<file path="src/rtl/breath_duty_gen_if.sv">
// Bundle between a PWM period timer and the breathing-duty generator.
//
// Handshake: duty_vld is a one-cycle strobe that qualifies duty, state and
// cycle_done as fresh. There is no ready signal; the consumer must accept
// the value on the cycle it is strobed. period_tick is a one-cycle pulse
// from the PWM side marking a period wrap. enable is a plain level.
interface breath_duty_gen_if;

  logic        enable;
  logic        period_tick;
  logic [16:0] duty;
  logic        duty_vld;
  logic [2:0]  state;
  logic        cycle_done;

  // PWM / control side: drives enable and ticks, consumes the duty value
  modport master (
    output enable,
    output period_tick,
    input  duty,
    input  duty_vld,
    input  state,
    input  cycle_done
  );

  // Generator side
  modport slave (
    input  enable,
    input  period_tick,
    output duty,
    output duty_vld,
    output state,
    output cycle_done
  );

endinterface

</file>
<file path="src/rtl/breath_duty_gen.sv">
// Breathing-LED duty generator. Once per PWM period the duty value ramps up
// by STEP to PERIOD, dwells for HOLD_PERIODS periods, ramps down to 0 and
// dwells again, then repeats. enable low returns everything to idle at once.
module breath_duty_gen #(
  parameter int PERIOD       = 100000,
  parameter int STEP         = 50,
  parameter int HOLD_PERIODS = 200
) (
  input  logic                sys_clk,
  input  logic                sys_rst,
  breath_duty_gen_if.slave    bus
);

  // Dwell counter only ever needs to reach HOLD_PERIODS-1; keep at least 1 bit
  localparam int HC_W = (HOLD_PERIODS > 1) ? $clog2(HOLD_PERIODS) : 1;

  localparam logic [16:0]     C_PERIOD    = 17'(PERIOD);
  localparam logic [16:0]     C_STEP      = 17'(STEP);
  localparam logic [HC_W-1:0] C_HOLD_LAST = (HOLD_PERIODS > 0) ? HC_W'(HOLD_PERIODS - 1) : '0;
  localparam logic            C_HOLD_ZERO = (HOLD_PERIODS == 0);

  typedef enum logic [2:0] {
    S_IDLE    = 3'd0,
    S_RISE    = 3'd1,
    S_HOLD_HI = 3'd2,
    S_FALL    = 3'd3,
    S_HOLD_LO = 3'd4
  } state_t;

  state_t            r_state;
  logic [16:0]       r_duty;
  logic [HC_W-1:0]   r_hold_cnt;
  logic              r_duty_vld;
  logic              r_cycle_done;

  state_t            w_state_nxt;
  logic [16:0]       w_duty_nxt;
  logic [HC_W-1:0]   w_hold_cnt_nxt;
  logic              w_duty_vld_nxt;
  logic              w_cycle_done_nxt;

  logic [17:0]       w_rise_sum;
  logic [16:0]       w_rise_duty;
  logic [16:0]       w_fall_duty;
  logic              w_hold_done;
  logic              w_at_peak;
  logic              w_at_floor;

  // Ramp arithmetic: the upward sum carries an extra bit so a large STEP
  // near the top cannot wrap before it is clamped to PERIOD; the downward
  // step floors at zero instead of underflowing.
  always_comb begin
    w_rise_sum  = {1'b0, r_duty} + {1'b0, C_STEP};
    w_rise_duty = (w_rise_sum >= {1'b0, C_PERIOD}) ? C_PERIOD : w_rise_sum[16:0];
    w_fall_duty = (r_duty < C_STEP) ? 17'd0 : (r_duty - C_STEP);
    w_at_peak   = (r_duty == C_PERIOD);
    w_at_floor  = (r_duty == 17'd0);
    // A zero-length dwell still costs the one tick that leaves the hold state
    w_hold_done = C_HOLD_ZERO || (r_hold_cnt >= C_HOLD_LAST);
  end

  // Next-state and next-output logic; all movement is gated by period_tick
  // except the enable-low abort, which acts on the very next edge.
  always_comb begin
    w_state_nxt      = r_state;
    w_duty_nxt       = r_duty;
    w_hold_cnt_nxt   = r_hold_cnt;
    w_duty_vld_nxt   = 1'b0;
    w_cycle_done_nxt = 1'b0;

    if (!bus.enable) begin
      // Abort wins over a coincident tick; idle-to-idle stays silent
      if (r_state != S_IDLE) begin
        w_state_nxt    = S_IDLE;
        w_duty_nxt     = 17'd0;
        w_hold_cnt_nxt = '0;
        w_duty_vld_nxt = 1'b1;
      end
    end else if (bus.period_tick) begin
      case (r_state)
        S_IDLE: begin
          w_state_nxt    = S_RISE;
          w_duty_nxt     = 17'd0;
          w_hold_cnt_nxt = '0;
          w_duty_vld_nxt = 1'b1;
        end

        S_RISE: begin
          w_duty_vld_nxt = 1'b1;
          if (w_at_peak) begin
            w_state_nxt    = S_HOLD_HI;
            w_hold_cnt_nxt = '0;
          end else begin
            w_duty_nxt = w_rise_duty;
          end
        end

        S_HOLD_HI: begin
          w_duty_vld_nxt = 1'b1;
          if (w_hold_done) begin
            w_state_nxt    = S_FALL;
            w_hold_cnt_nxt = '0;
          end else begin
            w_hold_cnt_nxt = r_hold_cnt + HC_W'(1);
          end
        end

        S_FALL: begin
          w_duty_vld_nxt = 1'b1;
          if (w_at_floor) begin
            w_state_nxt    = S_HOLD_LO;
            w_hold_cnt_nxt = '0;
          end else begin
            w_duty_nxt = w_fall_duty;
          end
        end

        S_HOLD_LO: begin
          w_duty_vld_nxt = 1'b1;
          if (w_hold_done) begin
            // Leaving the trough closes one full breath
            w_state_nxt      = S_RISE;
            w_hold_cnt_nxt   = '0;
            w_cycle_done_nxt = 1'b1;
          end else begin
            w_hold_cnt_nxt = r_hold_cnt + HC_W'(1);
          end
        end

        default: begin
          // Unreachable encodings recover to idle with a clean duty
          w_state_nxt    = S_IDLE;
          w_duty_nxt     = 17'd0;
          w_hold_cnt_nxt = '0;
        end
      endcase
    end
  end

  // State and output registers; reset overrides enable and tick
  always_ff @(posedge sys_clk) begin
    if (sys_rst) begin
      r_state      <= S_IDLE;
      r_duty       <= 17'd0;
      r_hold_cnt   <= '0;
      r_duty_vld   <= 1'b0;
      r_cycle_done <= 1'b0;
    end else begin
      r_state      <= w_state_nxt;
      r_duty       <= w_duty_nxt;
      r_hold_cnt   <= w_hold_cnt_nxt;
      r_duty_vld   <= w_duty_vld_nxt;
      r_cycle_done <= w_cycle_done_nxt;
    end
  end

  assign bus.duty       = r_duty;
  assign bus.duty_vld   = r_duty_vld;
  assign bus.state      = r_state;
  assign bus.cycle_done = r_cycle_done;

endmodule

</file>
<file path="src/flat_wrapper.sv">
// flat-port wrapper written by rule: the top's interface ports become plain ports
module breath_duty_gen_flat 
#(
  parameter int PERIOD       = 100000,
  parameter int STEP         = 50,
  parameter int HOLD_PERIODS = 200
)
  (sys_clk, sys_rst, bus_enable, bus_period_tick, bus_duty, bus_duty_vld, bus_state, bus_cycle_done);
  breath_duty_gen_if bus_i ();
  input  logic sys_clk;
  input  logic sys_rst;
  input wire logic [$bits(bus_i.enable)-1:0] bus_enable;
  input wire logic [$bits(bus_i.period_tick)-1:0] bus_period_tick;
  output wire logic [$bits(bus_i.duty)-1:0] bus_duty;
  output wire logic [$bits(bus_i.duty_vld)-1:0] bus_duty_vld;
  output wire logic [$bits(bus_i.state)-1:0] bus_state;
  output wire logic [$bits(bus_i.cycle_done)-1:0] bus_cycle_done;
  assign bus_i.enable = bus_enable;
  assign bus_i.period_tick = bus_period_tick;
  assign bus_duty = bus_i.duty;
  assign bus_duty_vld = bus_i.duty_vld;
  assign bus_state = bus_i.state;
  assign bus_cycle_done = bus_i.cycle_done;
  breath_duty_gen #(.PERIOD(PERIOD), .STEP(STEP), .HOLD_PERIODS(HOLD_PERIODS)) u_core (.sys_clk(sys_clk), .sys_rst(sys_rst), .bus(bus_i));
endmodule
</file>
<file path="config.mk">
export PLATFORM = sky130hd
export DESIGN_NAME = breath_duty_gen_flat
export DESIGN_NICKNAME = d
export VERILOG_FILES = /design/src/rtl/breath_duty_gen_if.sv /design/src/rtl/breath_duty_gen.sv /design/src/flat_wrapper.sv
export SDC_FILE = /design/constraint.sdc
export NUM_CORES = 1
export LEC_CHECK = 0
export BUFFER_PORTS_ARGS = -buffer_cell sky130_fd_sc_hd__buf_4
export CAP_MARGIN = 5
export CORE_MARGIN = 10
export CORE_UTILIZATION = 64
export DETAILED_ROUTE_END_ITERATION = 16
export GPL_TIMING_DRIVEN = 0
export PLACE_DENSITY_LB_ADDON = 0.3
export SYNTH_ARGS = -nofsm -noshare
export SYNTH_HDL_FRONTEND = slang
export SYNTH_SLANG_ARGS = --single-unit
</file>
<file path="constraint.sdc">
create_clock -name sys_clk -period 5.7 [get_ports sys_clk]
set_clock_uncertainty 0.1 [all_clocks]
set_input_delay 0.285 -clock sys_clk [delete_from_list [all_inputs] [get_ports sys_clk]]
set_output_delay 0.285 -clock sys_clk [all_outputs]
set_load 0.005 [all_outputs]
</file>
==> impl_table.tex, run 1 <==
\begin{tabular}{lr}
\hline
Metric & Value \\
\hline
\multicolumn{2}{l}{\textbf{Setup path}} \\
Worst EP arrival & 3.13 ns \\
Kind of cell adding the most delay to the critical path & compound AO/OA/AOI/OAI gates \\
Cell with the largest stage delay on the worst path & o2111ai\_1 \\
Cell Chain, Critical Path & ha\_1, buf\_6, a211o\_1, nand4\_1, a21boi\_0, o2111ai\_1, nand2\_1, nor2\_2, a211oi\_1, o21ai\_0 \\
Critical Path RT & 5.78 ns \\
Worst r2r src & u\_core.bus.duty[1]\$\_SDFFE\_PP0P\_ \\
Crit. End Element & flop \\
Setup Crit Path Kind & reg2reg \\
Launching instance or port of the critical path & u\_core.bus.duty[1]\$\_SDFFE\_PP0P\_ \\
CP max stage delay & 0.43 ns \\
Crit path buf inv count & 1 \\
Startpoint kind of the worst setup timing path & flop \\
Worst-path fanout max & 9 \\
\multicolumn{2}{l}{\textbf{Floorplanning}} \\
Horizontal die dimension & 82.5 microns \\
Starting density of the core & 67.3\% \\
Area of the die & 0.00681 sq mm \\
Cell row count & 22 \\
Die outline height & 82.5 microns \\
CORE AREA & 0.00372 sq mm \\
Number of top-level pins & 26 \\
\multicolumn{2}{l}{\textbf{Run}} \\
MaxCap Viol Count & 0 \\
\multicolumn{2}{l}{\textbf{Yosys}} \\
Yosys warning count & 0 \\
Ys flop type & dfxtp\_1 \\
Share of flip-flops with an asynchronous set or reset after synthesis & 0\% \\
Netlist area before placement & 0.00250 sq mm \\
Count of flip-flops with a built-in enable after synthesis & 0 \\
Proportion of synthesized chip area in sequential cells & 23.2\% \\
Synth Net Count & 341 \\
Number of standard cells after synthesis & 334 \\
Cell variety after synth & 79 \\
Post-synthesis average cell area & 7.49 sq um \\
\#FFs+latches synth & 29 \\
\multicolumn{2}{l}{\textbf{Clock tree}} \\
Post-cts gate resize count & 0 \\
\# clock sinks & 29 \\
Library cell used as clock root buffer & clkbuf\_8 \\
TritonCTS clock tree & done \\
Cts bufs inserted & 5 \\
Count of buffers added by post-CTS timing repair for setup & 0 \\
Clock transition at the registers of the reported paths & 0.07 ns \\
H-tree lvl count & 2 \\
Number of hold buffers added after cts & 0 \\
Clock buffer depth & 2 \\
Clock Latency Late Sink & 0.29 ns \\
\multicolumn{2}{l}{\textbf{Place}} \\
Final weighted congestion of routability-driven global placement & 0.991 \\
Port-buffer cells & 24 \\
Placed Cells & 406 \\
Post-DP HPWL & 5460 microns \\
\multicolumn{2}{l}{\textbf{Drt}} \\
Via-per-instance ratio & 6.73 \\
Total via count in the routed design & 2788 \\
Number of detailed-route iterations in the first pass & 5 \\
Number of nets with antenna violations after detailed routing & 0 \\
Detailed-route wire length per cell & 18.4 microns \\
Overall routed net length & 7630 microns \\
Detailed-route DRC error count & 0 \\
Initial DRC count & 352 \\
\multicolumn{2}{l}{\textbf{STA}} \\
Post-route fraction of the period consumed by the critical path & 53.4\% \\
Post-route minimum period & 3.05 ns \\
Fin. max-slew vios & 0 \\
Slew of the pin with the lowest slew margin & 0.617 ns \\
Hold violation total from the final report & 0 \\
Sum Neg Setup Slack & 0 ns \\
Hold Slack & 0.174 ns \\
Highest clock rate & 328 MHz \\
RSZ-0062 raised after global routing & no \\
Worst slew margin & 58.7\% \\
Number of endpoints failing setup at the final stage & 0 \\
\multicolumn{2}{l}{\textbf{GRT}} \\
Largest net degree at the start of global routing & 11 \\
Antenna violations before repair & 0 \\
Wire length of the first global-routing pass & 12300 microns \\
Global-route usage over all layers & 22.8\% \\
Via count of the first global-routing pass & 2537 \\
Global-route congestion overflow total & 0 \\
\multicolumn{2}{l}{\textbf{Final layout}} \\
Net count, final & 372 \\
Final Instance Count excl. Fillers & 414 \\
Area growth from synthesis to final layout & 14.4\% \\
Filler cell count in the final layout & 301 \\
Layout cell share with drive strength beyond 1 & 20.5\% \\
Most frequent standard cell in the layout excluding fill and tap cells & nand2\_1 \\
Most frequent cells in the layout & nand2\_1 (32), dfxtp\_1 (29), a21oi\_1 (28) \\
Antenna Diode Count & 0 \\
\multicolumn{2}{l}{\textbf{Pwr}} \\
Cell Pwr Density & 177 mW/mm\^{}2 \\
Leakage power figure & 1.12 nW \\
Worst vdd ir & 125 uV \\
\multicolumn{2}{l}{\textbf{Run status}} \\
Run status & finished, final reports clean \\
\multicolumn{2}{l}{\textbf{Hold path}} \\
Worst hold path type & in2reg \\
Worst hold start & bus\_period\_tick \\
\hline
\end{tabular}
## area by class of cell
cell class	count	area (sq um)	area share, %
Sequential cell	29	581	20.3
Inverter	7	26.3	0.918
Clock buffer	6	82.6	2.88
Buffer	30	176	6.16
Tap cell	48	60.1	2.10
Timing Repair Buffer	24	180	6.29
Clock inverter	2	37.5	1.31
Multi-Input combinational cell	268	1720	60.1
## path summary, 6_finish.rpt
path	depth (start not counted)	slack (ns)	end
worst max-delay path	10	2.65	u_core.bus.duty[4]$_SDFFE_PP0P_
worst min-delay path	3	0.17	u_core.bus.cycle_done$_SDFF_PP0_
worst max register to register	10	2.65	u_core.bus.duty[4]$_SDFFE_PP0P_
worst min register to register	2	0.38	u_core.r_hold_cnt[7]$_SDFFE_PP0P_
## cell families (layout without fill, tap and decap cells)
| group | after synthesis | in the layout | share of synthesized area [%] |
|---|---|---|---|
| and+or+nand+nor | 146 | 146 | 32.6 |
| AOI/OAI and AO/OA | 103 | 103 | 29.0 |
| buffers and inverters | 37 | 69 | 8.10 |
| adders and majority gates | 4 | 4 | 1.90 |
| muxes | 3 | 3 | 1.25 |
| xor gates and xnor gates | 11 | 11 | 3.85 |
| other | 1 | 1 | 0.150 |
| DFF | 29 | 29 | 23.2 |
## cell usage after synthesis (3+ instances only)
master	count	share of area (%)
o211ai_1	4	1.2
nor2_1	27	4.1
clkbuf_1	13	2.0
xor2_1	6	2.1
nor2b_1	5	1.3
a211oi_1	3	0.90
nand3b_1	3	0.90
or3_4	4	1.8
and3_1	9	2.2
o21ai_1	4	0.80
xnor2_1	5	1.7
dfxtp_1	29	23
inv_1	7	1.1
buf_2	9	1.8
a21oi_1	28	5.6
buf_6	6	2.7
nor3_1	12	2.4
ha_1	3	1.5
o21ai_0	23	4.6
and2_1	4	1.0
o22ai_1	3	0.75
nand2b_1	4	1.0
nor4_1	3	0.75
a22oi_1	3	0.90
nand2_1	32	4.8
a31oi_1	4	1.0
nand4_1	6	1.5
nand3_1	13	2.6
## through the flow
stage	power (mW)	area, sq um	setup WS [ns]	util, %
finish	0.507	2860	2.65	77.0
global route	0.524	2860	2.50	77.0
CTS	0.507	2860	2.75	77.0
detailed placement	0.278	2740	2.80	73.8
global placement	0.276	2740	2.78	73.8
floorplan	0.259	2500	3.26	-
## registers in the layout, summed over array words and instances, names as in the netlist
name	count
u_core.bus.duty	16
u_core.bus.cycle_done	1
u_core.bus.state	3
u_core.r_hold_cnt	8
u_core.bus.duty_vld	1
## tightest hold or removal path, delay by kind of cell
family | cells | cell delay (ns)
buffers and inverters | 1 | 0.12
and+or+nand+nor | 2 | 0.11
## report_power, final
group / total [mW] / internal, mW / switching (mW)
Clock: 0.231 / 0.142 / 0.0894
Combinational: 0.0674 / 0.0254 / 0.0420
Sequential: 0.208 / 0.205 / 0.00247
Total: 0.507 / 0.373 / 0.134
## routing by layer
| metal | track usage, % | up-vias | routed length (microns) |
|---|---|---|---|
| met4 | 10.2 | 0 | 246 |
| li1 | - | 1289 | - |
| met5 | 0 | - | 0 |
| met2 | 36.5 | 182 | 3430 |
| met3 | 4.97 | 33 | 740 |
| met1 | 28.7 | 1284 | 3210 |
Power figures use the tool's default switching activity.
==> inputs of run 2 (changes only) <==
- CORE_UTILIZATION: 64 -> 60
- clock period: 5.7 -> 3.1 ns (I/O delays scaled with it)
==> run 2 against run 1 <==
Register-to-register slack got worse by 2.5 ns. Critical path depth unchanged. Combinational power increased by 82%. Sequential share of layout area decreased by 0.053 points. Largest cell class unchanged.
==> impl_table.tex, run 2 (synthesis results as in run 1) <==
\begin{tabular}{lr}
\hline
Metric & Value \\
\hline
\multicolumn{2}{l}{\textbf{Drt}} \\
Total via count in the routed design & 2643 (was 2788) \\
Number of detailed-route iterations in the first pass & 5 (unchanged) \\
Number of nets with antenna violations after detailed routing & 0 (unchanged) \\
Via-per-instance ratio & 6.35 (was 6.73) \\
Detailed-route DRC error count & 0 (unchanged) \\
Overall routed net length & 7180 microns (was 7630 microns) \\
Detailed-route wire length per cell & 17.3 microns (was 18.4 microns) \\
Initial DRC count & 245 (was 352) \\
\multicolumn{2}{l}{\textbf{Floorplanning}} \\
Area of the die & 0.00715 sq mm (was 0.00681 sq mm) \\
Starting density of the core & 62.1\% (was 67.3\%) \\
Number of top-level pins & 26 (unchanged) \\
Cell row count & 23 (was 22) \\
Horizontal die dimension & 84.6 microns (was 82.5 microns) \\
CORE AREA & 0.00403 sq mm (was 0.00372 sq mm) \\
Die outline height & 84.6 microns (was 82.5 microns) \\
\multicolumn{2}{l}{\textbf{Clock tree}} \\
Cts bufs inserted & 5 (unchanged) \\
\# clock sinks & 29 (unchanged) \\
TritonCTS clock tree & done (unchanged) \\
Clock transition at the registers of the reported paths & 0.07 ns (about the same) \\
Library cell used as clock root buffer & clkbuf\_8 (unchanged) \\
Clock Latency Late Sink & 0.28 ns (was 0.29 ns) \\
Count of buffers added by post-CTS timing repair for setup & 0 (unchanged) \\
H-tree lvl count & 2 (unchanged) \\
Clock buffer depth & 2 (unchanged) \\
\multicolumn{2}{l}{\textbf{GRT}} \\
Antenna violations before repair & 0 (unchanged) \\
Global-route congestion overflow total & 0 (unchanged) \\
Wire length of the first global-routing pass & 12400 microns (was 12300 microns) \\
Global-route usage over all layers & 20.0\% (was 22.8\%) \\
Largest net degree at the start of global routing & 11 (unchanged) \\
Via count of the first global-routing pass & 2492 (was 2537) \\
\multicolumn{2}{l}{\textbf{Final layout}} \\
Antenna Diode Count & 0 (unchanged) \\
Post-route core utilization & 71.2\% (was 77.0\%) \\
Area growth from synthesis to final layout & 14.7\% (was 14.4\%) \\
Layout cell share with drive strength beyond 1 & 20.5\% (unchanged) \\
Most frequent cells in the layout & nand2\_1 (32), dfxtp\_1 (29), a21oi\_1 (28) (unchanged) \\
Flip-flop count of the largest register, all copies and words added & 16 (unchanged) \\
Net count, final & 372 (unchanged) \\
Most frequent standard cell in the layout excluding fill and tap cells & nand2\_1 (unchanged) \\
\multicolumn{2}{l}{\textbf{Hold path}} \\
End point of the worst hold path & u\_core.bus.cycle\_done\$\_SDFF\_PP0\_ (unchanged) \\
Worst hold path type & in2reg (unchanged) \\
Hold path depth & 3 (unchanged) \\
Worst hold start & bus\_period\_tick (unchanged) \\
\multicolumn{2}{l}{\textbf{STA}} \\
Sum Neg Setup Slack & 0 ns (unchanged) \\
Highest clock rate & 339 MHz (was 328 MHz) \\
Number of endpoints failing setup at the final stage & 0 (unchanged) \\
RSZ-0062 raised after global routing & no (unchanged) \\
Worst slew margin & 55.1\% (was 58.7\%) \\
Fin. max-slew vios & 0 (unchanged) \\
Slew of the pin with the lowest slew margin & 0.670 ns (was 0.617 ns) \\
Post-route fraction of the period consumed by the critical path & 95.0\% (was 53.4\%) \\
Post-route minimum period & 2.95 ns (was 3.05 ns) \\
Hold violation total from the final report & 0 (unchanged) \\
\multicolumn{2}{l}{\textbf{Pwr}} \\
Worst vdd ir & 192 uV (was 125 uV) \\
Cell Pwr Density & 324 mW/mm\^{}2 (was 177 mW/mm\^{}2) \\
Leakage power figure & 1.13 nW (was 1.12 nW) \\
\multicolumn{2}{l}{\textbf{Place}} \\
Port-buffer cells & 24 (unchanged) \\
Final weighted congestion of routability-driven global placement & 0.987 (was 0.991) \\
Post-DP HPWL & 5260 microns (was 5460 microns) \\
\multicolumn{2}{l}{\textbf{Setup path}} \\
Startpoint kind of the worst setup timing path & flop (unchanged) \\
End of the worst register-to-register path & u\_core.bus.duty[11]\$\_SDFFE\_PP0P\_ (was u\_core.bus.duty[4]\$\_SDFFE\_PP0P\_) \\
Setup Crit Path Kind & reg2reg (unchanged) \\
Reg2Reg Depth & 10 (unchanged) \\
Worst r2r src & u\_core.bus.duty[1]\$\_SDFFE\_PP0P\_ (unchanged) \\
Worst EP arrival & 3.05 ns (was 3.13 ns) \\
Worst-path fanout max & 9 (unchanged) \\
Crit. End Element & flop (unchanged) \\
Critical Path RT & 3.21 ns (was 5.78 ns) \\
Worst R2R Setup Slack & 0.15 ns (was 2.65 ns) \\
\multicolumn{2}{l}{\textbf{Run}} \\
MaxCap Viol Count & 0 (unchanged) \\
\multicolumn{2}{l}{\textbf{Run status}} \\
Run status & finished, final reports clean (unchanged) \\
\hline
\end{tabular}
## run 2: cell counts in the layout (fill, tap and decap cells not counted)
No cell type changed its count.
## run 2: final cells by class
class	count	area (sq um)
multi-input combinational	268	1720
fill	361	1160
sequential	29	581
timing repair buffer	24	180
buffer	30	176
clock buffer	6	82.6
tap	50	62.6
clock inverter	2	37.5
inverter	7	26.3
## run 2: worst max path at each step
stage	slack [ns]	from	end	cells past startpoint
6_report	0.15	u_core.bus.duty[1]$_SDFFE_PP0P_	u_core.bus.duty[11]$_SDFFE_PP0P_	10
5_1_grt	0.003	u_core.bus.duty[1]$_SDFFE_PP0P_	u_core.bus.duty[11]$_SDFFE_PP0P_	10
4_1_cts	0.10	u_core.bus.duty[1]$_SDFFE_PP0P_	u_core.bus.duty[11]$_SDFFE_PP0P_	10
3_5_place_dp	0.16	u_core.bus.duty[1]$_SDFFE_PP0P_	u_core.bus.duty[11]$_SDFFE_PP0P_	10
3_3_place_gp	0.18	u_core.bus.duty[1]$_SDFFE_PP0P_	u_core.bus.duty[6]$_SDFFE_PP0P_	10
2_1_floorplan	0.66	u_core.bus.duty[1]$_SDFFE_PP0P_	u_core.bus.duty[4]$_SDFFE_PP0P_	10
## run 2: worst max-delay path: stages (launching register included)
cell and delay (ns):
dfxtp_1 0.33, ha_1 0.21, buf_6 0.14, a211o_1 0.34, nand4_1 0.21, a21boi_0 0.12, o2111ai_1 0.46, nand2_1 0.26
nor2_4 0.31, nand2_1 0.17, o21ai_0 0.21
## run 2: report_power, final
| group | internal, mW | total [mW] | switching [mW] | leakage (nW) |
|---|---|---|---|---|
| Sequential | 0.377 | 0.382 | 0.00425 | 0.234 |
| Combinational | 0.0469 | 0.123 | 0.0765 | 0.834 |
| Clock | 0.261 | 0.425 | 0.163 | 0.0574 |
| Total | 0.686 | 0.930 | 0.244 | 1.13 |
## run 2: what timing repair did
item                                   4_1_cts  5_1_grt
endpoints found under the hold margin        0        0
hold buffers                                 0        0
gates resized for setup                      0        1
setup endpoints to repair                    0        7
## run 2: per-stage QoR
step / area (sq um) / hold slack [ns] / instances / power (mW) / setup WS (ns)
2_1_floorplan: 2500 / 0.202 / 334 / 0.476 / 0.656
3_3_place_gp: 2750 / 0.351 / 408 / 0.509 / 0.182
3_5_place_dp: 2750 / 0.353 / 408 / 0.510 / 0.159
4_1_cts: 2870 / 0.0503 / 416 / 0.928 / 0.104
5_1_grt: 2870 / 0.0700 / 416 / 0.958 / 0.00311
6_report: 2870 / 0.0562 / 416 / 0.930 / 0.154
## run 2: per-layer routing
metal | wire [microns] | vias up | global-route usage [%]
met4 | 116 | 0 | 5.69
met2 | 3300 | 133 | 31.2
met5 | 0 | - | 0
li1 | - | 1289 | -
met3 | 707 | 17 | 4.54
met1 | 3060 | 1204 | 26.8
==> inputs of run 3 (changes only) <==
--- a/config.mk
+++ b/config.mk
@@ -6,8 +6,11 @@
 export NUM_CORES = 1
 export LEC_CHECK = 0
+export ABC_CLOCK_PERIOD_IN_PS = 3100
 export BUFFER_PORTS_ARGS = -buffer_cell sky130_fd_sc_hd__buf_4
 export CAP_MARGIN = 5
+export CELL_PAD_IN_SITES_DETAIL_PLACEMENT = 1
+export CELL_PAD_IN_SITES_GLOBAL_PLACEMENT = 2
 export CORE_MARGIN = 10
-export CORE_UTILIZATION = 60
+export CORE_UTILIZATION = 34
 export DETAILED_ROUTE_END_ITERATION = 16
 export GPL_TIMING_DRIVEN = 0
--- a/constraint.sdc
+++ b/constraint.sdc
@@ -3,3 +3,3 @@
 set_input_delay 0.155 -clock sys_clk [delete_from_list [all_inputs] [get_ports sys_clk]]
 set_output_delay 0.155 -clock sys_clk [all_outputs]
-set_load 0.005 [all_outputs]
+set_load 0.1 [all_outputs]
==> run 3 against run 2 <==
Utilization fell by 31 points. Critical path depth increased by 2. Die area is 56% higher. Global-route usage down 4.4 points. Routed wire length up 17%. Hold slack lost 0.0050 ns. Maximum frequency up 2.7%. Register-to-register slack improved by 0.08 ns. First-iteration DRC count shrank 25%. Final cell count up 12%. Non-clock buffer count unchanged. Sequential share of layout area decreased by 0.24 points. Critical path type unchanged. Critical endpoint is now u_core.bus.duty[9]$_SDFFE_PP0P_.
==> impl_table.tex, run 3 (synthesis results as in run 1) <==
\begin{tabular}{lr}
\hline
Metric & Value \\
\hline
\multicolumn{2}{l}{\textbf{Pwr}} \\
Total power & 869 uW (was 930 uW) \\
Leakage power figure & 1.11 nW (was 1.13 nW) \\
Cell Pwr Density & 299 mW/mm\^{}2 (was 324 mW/mm\^{}2) \\
Worst vdd ir & 128 uV (was 192 uV) \\
\multicolumn{2}{l}{\textbf{Final layout}} \\
Area growth from synthesis to final layout & 16.1\% (was 14.7\%) \\
Post-route core utilization & 40.3\% (was 71.2\%) \\
Flip-flop count of the largest register, all copies and words added & 16 (unchanged) \\
Most frequent standard cell in the layout excluding fill and tap cells & nand2\_1 (unchanged) \\
Antenna Diode Count & 0 (unchanged) \\
Net count, final & 372 (unchanged) \\
Layout cell share with drive strength beyond 1 & 20.8\% (was 20.5\%) \\
Most frequent cells in the layout & nand2\_1 (32), dfxtp\_1 (29), a21oi\_1 (28) (unchanged) \\
\multicolumn{2}{l}{\textbf{Floorplanning}} \\
Die outline height & 106 microns (was 84.6 microns) \\
Horizontal die dimension & 106 microns (was 84.6 microns) \\
Area of the die & 0.0112 sq mm (was 0.00715 sq mm) \\
CORE AREA & 0.00721 sq mm (was 0.00403 sq mm) \\
Number of top-level pins & 26 (unchanged) \\
Cell row count & 31 (was 23) \\
Starting density of the core & 34.7\% (was 62.1\%) \\
\multicolumn{2}{l}{\textbf{GRT}} \\
Global-route usage over all layers & 15.6\% (was 20.0\%) \\
Wire length of the first global-routing pass & 14500 microns (was 12400 microns) \\
Global-route congestion overflow total & 0 (unchanged) \\
Antenna violations before repair & 0 (unchanged) \\
Via count of the first global-routing pass & 2742 (was 2492) \\
Largest net degree at the start of global routing & 11 (unchanged) \\
\multicolumn{2}{l}{\textbf{Run}} \\
MaxCap Viol Count & 0 (unchanged) \\
\multicolumn{2}{l}{\textbf{Clock tree}} \\
Clock Latency Late Sink & 0.30 ns (was 0.28 ns) \\
Number of hold buffers added after cts & 0 (unchanged) \\
Cts bufs inserted & 5 (unchanged) \\
\# clock sinks & 29 (unchanged) \\
Clock transition at the registers of the reported paths & 0.07 ns (about the same) \\
Library cell used as clock root buffer & clkbuf\_8 (unchanged) \\
TritonCTS clock tree & done (unchanged) \\
Count of buffers added by post-CTS timing repair for setup & 0 (unchanged) \\
H-tree lvl count & 2 (unchanged) \\
Clock buffer depth & 2 (unchanged) \\
\multicolumn{2}{l}{\textbf{Setup path}} \\
Worst-path fanout max & 10 (was 9) \\
Startpoint kind of the worst setup timing path & flop (unchanged) \\
Setup Crit Path Kind & reg2reg (unchanged) \\
Critical Path RT & 3.17 ns (was 3.21 ns) \\
Crit. End Element & flop (unchanged) \\
Worst EP arrival & 2.93 ns (was 3.05 ns) \\
\multicolumn{2}{l}{\textbf{STA}} \\
Slew of the pin with the lowest slew margin & 0.710 ns (was 0.670 ns) \\
Number of endpoints failing setup at the final stage & 0 (unchanged) \\
Highest clock rate & 349 MHz (was 339 MHz) \\
Post-route fraction of the period consumed by the critical path & 92.5\% (was 95.0\%) \\
RSZ-0062 raised after global routing & no (unchanged) \\
Post-route minimum period & 2.87 ns (was 2.95 ns) \\
Fin. max-slew vios & 0 (unchanged) \\
Worst slew margin & 52.5\% (was 55.1\%) \\
Hold violation total from the final report & 0 (unchanged) \\
\multicolumn{2}{l}{\textbf{Drt}} \\
Detailed-route wire length per cell & 18.1 microns (was 17.3 microns) \\
Detailed-route DRC error count & 0 (unchanged) \\
Number of nets with antenna violations after detailed routing & 0 (unchanged) \\
Initial DRC count & 184 (was 245) \\
Total via count in the routed design & 2635 (was 2643) \\
Overall routed net length & 8430 microns (was 7180 microns) \\
Via-per-instance ratio & 5.67 (was 6.35) \\
Number of detailed-route iterations in the first pass & 4 (was 5) \\
\multicolumn{2}{l}{\textbf{Place}} \\
Final weighted congestion of routability-driven global placement & 0.863 (was 0.987) \\
Post-DP HPWL & 6150 microns (was 5260 microns) \\
Port-buffer cells & 24 (unchanged) \\
\multicolumn{2}{l}{\textbf{Run status}} \\
Run status & finished, final reports clean (unchanged) \\
\multicolumn{2}{l}{\textbf{Hold path}} \\
Worst hold path type & in2reg (unchanged) \\
\hline
\end{tabular}
[run 3: repair_timing]
item / 4_1_cts / 5_1_grt
endpoints found under the setup margin: 4 / 8
gates resized for setup: 1 / 1
cloned: 0 / 0
[run 3: layout make-up]
| type | instances | area [sq um] |
|---|---|---|
| Tap cell | 99 | 124 |
| Clock inverter | 3 | 17.5 |
| Buffer | 30 | 176 |
| Timing Repair Buffer | 24 | 180 |
| Sequential cell | 29 | 581 |
| Inverter | 7 | 26.3 |
| Fill cell | 936 | 4310 |
| Multi-Input combinational cell | 268 | 1730 |
| Clock buffer | 5 | 68.8 |
[run 3: worst paths after layout]
| kind | startpoint | endpoint | slack [ns] | cells past startpoint |
|---|---|---|---|---|
| worst min register to register | u_core.r_hold_cnt[7]$_SDFFE_PP0P_ | u_core.r_hold_cnt[7]$_SDFFE_PP0P_ | 0.39 | 2 |
| worst min-delay path | bus_period_tick | u_core.bus.cycle_done$_SDFF_PP0_ | 0.05 | 3 |
| worst max-delay path | u_core.bus.duty[1]$_SDFFE_PP0P_ | u_core.bus.duty[9]$_SDFFE_PP0P_ | 0.23 | 12 |
| worst max register to register | u_core.bus.duty[1]$_SDFFE_PP0P_ | u_core.bus.duty[9]$_SDFFE_PP0P_ | 0.23 | 12 |
[run 3: worst max-delay path, cell delays in order, from the launching register on]
cell and delay [ns]:
dfxtp_1 0.34, buf_6 0.15, inv_1 0.11, ha_1 0.21
nand2b_1 0.10, a31o_2 0.26, nor3_1 0.34, a21boi_1 0.22
clkbuf_1 0.32, a21oi_1 0.24, a21oi_1 0.05, a21oi_1 0.19
o21ai_0 0.10
[run 3: layer usage]
metal  vias up  share of wire (%)  routed length, microns  GRT usage, %
met1      1293                 47                    3990          19.4
met3        10                3.8                     321          3.11
li1       1288                  -                       -             -
met4         0                1.4                     117          4.06
met5         -                  0                       0             0
met2        44                 47                    4000          26.6
[run 3: per-stage QoR]
stage	setup TNS, ns	setup WS, ns	cells	instance area (sq um)	hold slack [ns]
2_1_floorplan	0	0.0579	334	2500	0.202
3_3_place_gp	-0.0534	-0.0294	457	2810	0.356
3_5_place_dp	-0.178	-0.0846	457	2810	0.353
4_1_cts	0	0.0385	465	2900	0.0396
5_1_grt	0	0.0153	465	2900	0.0441
6_report	0	0.232	465	2900	0.0512
[run 3: where the power goes]
| part | leakage, nW | total [mW] | internal (mW) | switching (mW) |
|---|---|---|---|---|
| registers | 0.234 | 0.381 | 0.377 | 0.00424 |
| clock network | 0.0439 | 0.332 | 0.155 | 0.177 |
| logic | 0.834 | 0.156 | 0.0474 | 0.108 |
| total | 1.11 | 0.869 | 0.580 | 0.289 |
